## src/rtl/sub_bytes_iter.sv

```systemverilog
// Iterative AES SubBytes: substitutes the 16 bytes of a 128-bit state, SBOX_LANES
// bytes per clock, behind valid/ready handshakes on both sides.
module sub_bytes_iter #(
    parameter int SBOX_LANES = 4
) (
    input  logic         clk,
    input  logic         rst,
    input  logic         in_valid,
    output logic         in_ready,
    input  logic [0:127] data_in,
    output logic         out_valid,
    input  logic         out_ready,
    output logic [0:127] data_sbox,
    output logic         busy
);

    localparam int NUM_STEPS = 16 / SBOX_LANES;
    localparam int CNT_W     = (NUM_STEPS > 1) ? $clog2(NUM_STEPS) : 1;
    localparam logic [CNT_W-1:0] LAST_STEP = CNT_W'(NUM_STEPS - 1);

    generate
        if (SBOX_LANES != 1 && SBOX_LANES != 2 && SBOX_LANES != 4 &&
            SBOX_LANES != 8 && SBOX_LANES != 16) begin : g_bad_lanes
            $error("sub_bytes_iter: SBOX_LANES must be 1, 2, 4, 8 or 16");
        end
    endgenerate

    // Forward S-box, row-major: entry b lives at bits [8b : 8b+7].
    localparam logic [0:2047] SBOX_TABLE = {
        128'h637c777bf26b6fc53001672bfed7ab76, 128'hca82c97dfa5947f0add4a2af9ca472c0,
        128'hb7fd9326363ff7cc34a5e5f171d83115, 128'h04c723c31896059a071280e2eb27b275,
        128'h09832c1a1b6e5aa0523bd6b329e32f84, 128'h53d100ed20fcb15b6acbbe394a4c58cf,
        128'hd0efaafb434d338545f9027f503c9fa8, 128'h51a3408f929d38f5bcb6da2110fff3d2,
        128'hcd0c13ec5f974417c4a77e3d645d1973, 128'h60814fdc222a908846eeb814de5e0bdb,
        128'he0323a0a4906245cc2d3ac629195e479, 128'he7c8376d8dd54ea96c56f4ea657aae08,
        128'hba78252e1ca6b4c6e8dd741f4bbd8b8a, 128'h703eb5664803f60e613557b986c11d9e,
        128'he1f8981169d98e949b1e87e9ce5528df, 128'h8ca1890dbfe6426841992d0fb054bb16
    };

    function automatic logic [7:0] sbox(input logic [7:0] b);
        return SBOX_TABLE[{b, 3'b000} +: 8];
    endfunction

    typedef enum logic [1:0] {
        S_IDLE,
        S_SUB,
        S_DONE
    } state_t;

    state_t           r_state;
    state_t           w_state_next;
    logic [CNT_W-1:0] r_step;
    logic [CNT_W-1:0] w_step_next;
    logic [0:127]     r_data;
    logic [0:127]     w_data_next;
    logic [6:0]       w_base;
    logic [6:0]       w_lane_idx [SBOX_LANES];
    logic [7:0]       w_lane_out [SBOX_LANES];

    assign w_base = 7'(int'(r_step) * SBOX_LANES * 8);

    for (genvar g = 0; g < SBOX_LANES; g++) begin : g_lane
        assign w_lane_idx[g] = w_base + 7'(8 * g);
        assign w_lane_out[g] = sbox(r_data[w_lane_idx[g] +: 8]);
    end

    // NOTE: every output of this block is assigned a default first, so no path can infer a latch.
    always_comb begin
        w_state_next = r_state;
        w_step_next  = r_step;
        w_data_next  = r_data;
        case (r_state)
            S_IDLE: begin
                if (in_valid) begin
                    w_data_next  = data_in;
                    w_step_next  = '0;
                    w_state_next = S_SUB;
                end
            end
            S_SUB: begin
                for (int l = 0; l < SBOX_LANES; l++) begin
                    w_data_next[w_lane_idx[l] +: 8] = w_lane_out[l];
                end
                if (r_step == LAST_STEP) begin
                    w_step_next  = '0;
                    w_state_next = S_DONE;
                end else begin
                    w_step_next = r_step + CNT_W'(1);
                end
            end
            S_DONE: begin
                if (out_ready) begin
                    w_state_next = S_IDLE;
                end
            end
            default: w_state_next = S_IDLE;
        endcase
    end

    // NOTE: state uses non-blocking assignments; the working register is reset too,
    // because data_sbox must read zero after reset and an aborted block must leave nothing behind.
    always_ff @(posedge clk or posedge rst) begin
        if (rst) begin
            r_state <= S_IDLE;
            r_step  <= '0;
            r_data  <= '0;
        end else begin
            r_state <= w_state_next;
            r_step  <= w_step_next;
            r_data  <= w_data_next;
        end
    end

    assign in_ready  = (r_state == S_IDLE);
    assign out_valid = (r_state == S_DONE);
    assign busy      = (r_state != S_IDLE);
    assign data_sbox = r_data;

endmodule
```

## config.mk

```make
export PLATFORM = sky130hd
export DESIGN_NAME = sub_bytes_iter
export DESIGN_NICKNAME = d
export VERILOG_FILES = /design/src/rtl/sub_bytes_iter.sv
export SDC_FILE = /design/constraint.sdc
export NUM_CORES = 1
export LEC_CHECK = 0
export CAP_MARGIN = 10
export CORE_ASPECT_RATIO = 0.7
export CORE_MARGIN = 4
export CORE_UTILIZATION = 25
export DETAILED_ROUTE_END_ITERATION = 6
export GPL_TIMING_DRIVEN = 0
export SLEW_MARGIN = 25
export SYNTH_ARGS = -nofsm -noshare
export SYNTH_HDL_FRONTEND = slang
export SYNTH_SLANG_ARGS = --single-unit
```

## constraint.sdc

```tcl
create_clock -name clk -period 10.21 [get_ports clk]
set_input_delay 1.5315 -clock clk [delete_from_list [all_inputs] [get_ports clk]]
set_output_delay 1.5315 -clock clk [all_outputs]
set_load 0.05 [all_outputs]
```

Word level (Yosys, flattened, before mapping). Cells that the tools add are included.

Add/sub/neg operators: 8. $mul: 0. Divide/modulo/power cells: 0. $lt $le $gt $ge: 0. Equality and inequality tests: 6. Shift operators: 16. Muxes and demuxes: 13. Bitwise gates (word level): 8. Reductions and logical operators: 5.

Operators by type and width (count): 2048-bit by 12-bit variable part select with 2049-bit output (first input constant) (4); 129-bit by 9-bit variable shift with 128-bit output (first input constant) (4); 128-bit by 8-bit variable part select with 129-bit output (4); 129-bit by 9-bit variable part select with 128-bit output (4); 128-bit bitwise mux (4); 128-bit case mux with 2 select lines (1); 128-bit 2-to-1 mux (1); 11-bit NOT with 12-bit output (4); 8-bit negator with 9-bit output (4); 7-bit NOT with 8-bit output (4); 7-bit by 5-bit adder with 7-bit output (second input constant) (2); 2-bit 2-to-1 mux (5); 7-bit by 4-bit adder with 7-bit output (second input constant) (1); 2-bit case mux with 3 select lines (1); 2-bit equality test (second input constant) (2); 2-bit != test (second input constant) (2); 2-bit case mux with 2 select lines (1); 2-bit nonzero test (2); 3-bit AND reduction (1); 2-bit by 1-bit adder with 2-bit output (second input constant) (1); 2-bit by 1-bit equality test with 1-bit output (second input constant) (1); 2-bit logical NOT (1); 2-bit by 1-bit != test with 1-bit output (second input constant) (1); 2-bit AND reduction (1).

Flip-flop bits (word level): 132. Bits in latches: 0. Bits in writable memories: 0. Bits in read-only memories: 0. Bits of input ports: 132. Output and inout bits: 131. Logic and storage cells: 59. Memories: 0.

Logic depth before layout (Yosys ltp).
Depth after elaboration: 10. Gate-level depth with buffers: 17. Depth with buffers taken out: 11.

Least setup slack after synthesis. No wires, ideal clock.

Kind: register to register. Start: register r_step[0]. End: register r_data (netlist bit data_sbox[6]). Library setup time: 0.127 ns. Data arrival time: 3.873 ns. Required time: 10.083 ns. Setup slack: 6.210 ns. Stages on the path, launching flop included: 18. Buffers on the path: 6. Clock period less this slack: 4.000 ns. Cells stage by stage: dfrtp_1 -> buf_6 -> buf_8 -> mux4_2 -> buf_2 -> buf_2 -> buf_1 -> inv_1 -> ha_1 -> clkbuf_1 -> inv_1 -> and2_0 -> o21ai_0 -> o2111ai_1 -> a311oi_1 -> o32ai_2 -> a221oi_1 -> nor2_1.

Word-level cells in the longest chain between the ends: 10. Elaborated cells between the ends (all ways): 36. Classes of those cells: add/sub: 7; shift: 16; mux: 5; bitwise: 8.

RTL lines: from (decl) (RTL line 52) `logic [CNT_W-1:0] r_step;`; from (signal assigned) (RTL line 109) `r_step <= w_step_next;`; 7-bit by 4-bit adder with 7-bit output or 7-bit NOT with 8-bit output (tied branches) (RTL line 63, 64, 82); 7-bit NOT with 8-bit output (implied by the code) or 128-bit by 8-bit variable part select with 129-bit output (tied branches) (RTL line 64, 82); 128-bit by 8-bit variable part select with 129-bit output or 11-bit NOT with 12-bit output (tied branches) (RTL line 64, 41); 11-bit NOT with 12-bit output (implied by the code) or 2048-bit by 12-bit variable part select with 2049-bit output (tied branches) (RTL line 41) `return SBOX_TABLE[{b, 3'b000} +: 8];`; 2048-bit by 12-bit variable part select with 2049-bit output or 129-bit by 9-bit variable part select with 128-bit output (tied branches) (RTL line 41, 82); 129-bit by 9-bit variable part select with 128-bit output or 128-bit bitwise mux (tied branches) (RTL line 82) `w_data_next[w_lane_idx[l] +: 8] = w_lane_out[l];`; 128-bit bitwise mux (2 in series) (RTL line 82); 128-bit bitwise mux * (RTL line 82); 128-bit case mux with 2 select lines * (RTL line 72) `case (r_state)`; to (signal assigned) (RTL line 110) `r_data <= w_data_next;`; to (decl) (RTL line 54) `logic [0:127] r_data;`.

Mark *: on every way between the ends. The rest lies on a longest branch, timed or not. A chain may end at the register's enable or synchronous reset.

Worst setup path after layout. Same ends and word-level chain as after synthesis.

==> flow_summary.ini <==
[cts]
clockBufferDepth = 2
hold_buffers = 0
post_cts_buffers = 0
cts_buffers = 17
clock_sinks = 132
cts.htree.levels = 4
clk_latency_ns = 0.53
cts_tree = yes
post_cts_resized = 0
clk_pin_slew_ns = 0.08
root_buffer = clkbuf_16

[worst_setup_path]
startpoint_type = register
worst_path_max_delay_cell = dfrtp_1
worstSetupPathType = reg2reg
timing.rr.end = data_sbox[6]$_DFFE_PP0P_
critPathCaptureType = register
r2r_start = r_step[0]$_DFFE_PP0P_
rrSetupSlack_ns = 2.91
slowest_delay_ns = 0.70
required_ns = 10.62
worst-r2r-cell-count = 17
crit_chain = buf_6, buf_8, mux4_2, buf_2, buf_2, buf_1, inv_1, ha_1, clkbuf_1, inv_1, and2_0, o21ai_0, o2111ai_1, a311oi_1, o32ai_2, a221oi_1, nor2_1
crit_arrival_ns = 7.70
cp_max_fo = 13

[sta]
finalSetupTns_ns = 0
fin_worst_skew_ns = 0.01940
period_share = 0.7147
worstMarginPinSlew_ns = 1.227
min_period_ns = 7.297
finalHoldViolations = 0
slew_violations = 0
grt_setup_unrepaired = false
layout_setup_ws_ns = 2.913
finalSetupViolations = 0
fmax_mhz = 137.0
relSlewSlack = 0.1823

[global_routing]
grtUsageTotal = 0.3863
antenna_found_initial = 15
first_global_vias = 27860
grt_max_degree = 81
grt_pass1_wl_um = 238600
grt-ovfl-total = 0

[die]
rows = 87
die_w_um = 351.9
initial_core_util = 0.2545
die_area_mm2 = 0.08750
die_h_um = 248.7
pin_count = 263
core_mm2 = 0.08131

[synthesis]
async_flop_share = 1.000
ys.flop_type = dfrtp_1
syn_area_mm2 = 0.02069
synth_area_leaders = dfrtp_1 16%, a21oi_1 5.8%, o21ai_0 4.9%
post_synth.cell_area_avg_um2 = 7.327
synthCells = 2824
ys_top_cells_by_count = 261 x nor2_1, 241 x a21oi_1, 204 x o21ai_0, 173 x nand2_1, 155 x clkbuf_1
synth_nets = 3016
yosys_register_bits = 132
synth_cell_type_count = 99
yosys.area.top_type = dfrtp_1
synth.most_common_cell = nor2_1
yosysSeqAreaShare = 0.1596
synth_top_area_frac = 0.1596
synth-edff-count = 0
yosysWarnings = 0

[routing]
wl_per_cell_um = 42.26
drtIter0Drc = 5561
routed_wl_um = 177100
drc = 0
final_antenna_net_count = 0
routed-via-count = 29810
first_pass_iters = 7
viasPerCell = 7.111

[placement]
dp_hpwl_um = 132900
dp_slack_ns = 3.513
port_buffers = 262
gp_congestion = 1.063

[flow_run]
maxCapViolCount = 0

[cells_and_area]
drive_gt1_frac = 0.1121
area_growth_pct = 22.39
final_nets = 3300

[min_path]
min_to = data_sbox[39]$_DFFE_PP0P_
hold_depth = 2
hp-class = reg2reg
worstHoldStart = data_sbox[39]$_DFFE_PP0P_

[run_status]
status = completed
worst max-delay path by stage:
stage | start | to | slack [ns] | depth (start not counted)
final | r_step[0]$_DFFE_PP0P_ | data_sbox[6]$_DFFE_PP0P_ | 2.91 | 17
after floorplan | rst | data_sbox[0]$_DFFE_PP0P_ | 5.15 | 1
after global routing | r_step[0]$_DFFE_PP0P_ | data_sbox[6]$_DFFE_PP0P_ | 3.00 | 17
after CTS | r_step[0]$_DFFE_PP0P_ | data_sbox[6]$_DFFE_PP0P_ | 3.48 | 17
after detailed placement | r_step[0]$_DFFE_PP0P_ | data_sbox[6]$_DFFE_PP0P_ | 3.51 | 17
after global placement | rst | data_sbox[14]$_DFFE_PP0P_ | 2.64 | 2
critical path: cells and delay by family, from the launching register on:
kind | cells | cell delay (ns)
buffers and inverters | 8 | 3.35
adder cells (fa/ha/maj) | 1 | 0.36
AND/OR/NAND/NOR | 2 | 0.49
multiplexers | 1 | 0.28
flip-flops | 1 | 0.70
AO/OA/AOI/OAI | 5 | 1.95
cells by family after synthesis:
group,share of synthesized area
buffers and inverters,0.08877
adder cells (fa/ha/maj),0.03628
multiplexers,0.1050
flip-flops,0.1596
AO/OA/AOI/OAI,0.3845
AND/OR/NAND/NOR,0.2216
XOR/XNOR,0.004233
through the flow:
step / area [um^2] / util / instances / hold slack (ns)
3_5_place_dp: 24700 / 0.3038 / 4156 / 0.5066
3_3_place_gp: 24650 / 0.3031 / 4154 / 0.5007
6_report: 25320 / 0.3114 / 4192 / 0.5266
5_1_grt: 25320 / 0.3113 / 4189 / 0.5440
4_1_cts: 25300 / 0.3111 / 4188 / 0.5228
2_1_floorplan: 20690 / - / 2824 / 0.6829
layout make-up:
type	count	area, um^2
clock buffers	18	429.2
multi-input cells	2306	15560
diodes	3	7.507
flip-flops and latches	132	3303
repair buffers	265	2663
well taps	1068	1336
fillers	8979	55990
inverters	49	192.7
plain buffers	337	1667
clock inverters	14	167.7
state kept, by name, summed over array words and instances (netlist names):
signal / count
data_sbox: 128
r_state: 2
r_step: 2
metal layers:
layer,routed length [um],track usage,vias to the layer above
met5,277,0.01544,-
met4,8300,0.1391,18
met3,30870,0.2026,534
met2,64420,0.4918,3041
met1,73290,0.5395,14720
li1,-,-,11500
cell usage in the layout (no fill, tap or decap), drive strengths merged, types with 61 or more instances in the layout:
| cell type | instances |
|---|---|
| nor3 | 67 |
| mux2i | 88 |
| a211oi | 68 |
| a221oi | 77 |
| o211ai | 61 |
| nand2 | 176 |
| clkdlybuf4s50 | 262 |
| nand2b | 72 |
| clkbuf | 173 |
| o21ai | 217 |
| a31oi | 67 |
| nor2 | 261 |
| dfrtp | 132 |
| a21oi | 242 |
| and3 | 96 |
| buf | 185 |
| nand3 | 93 |
Power is left out: the tool's default activity adds up to more than one toggle a clock period on the data nets, which glitch-free logic cannot reach.
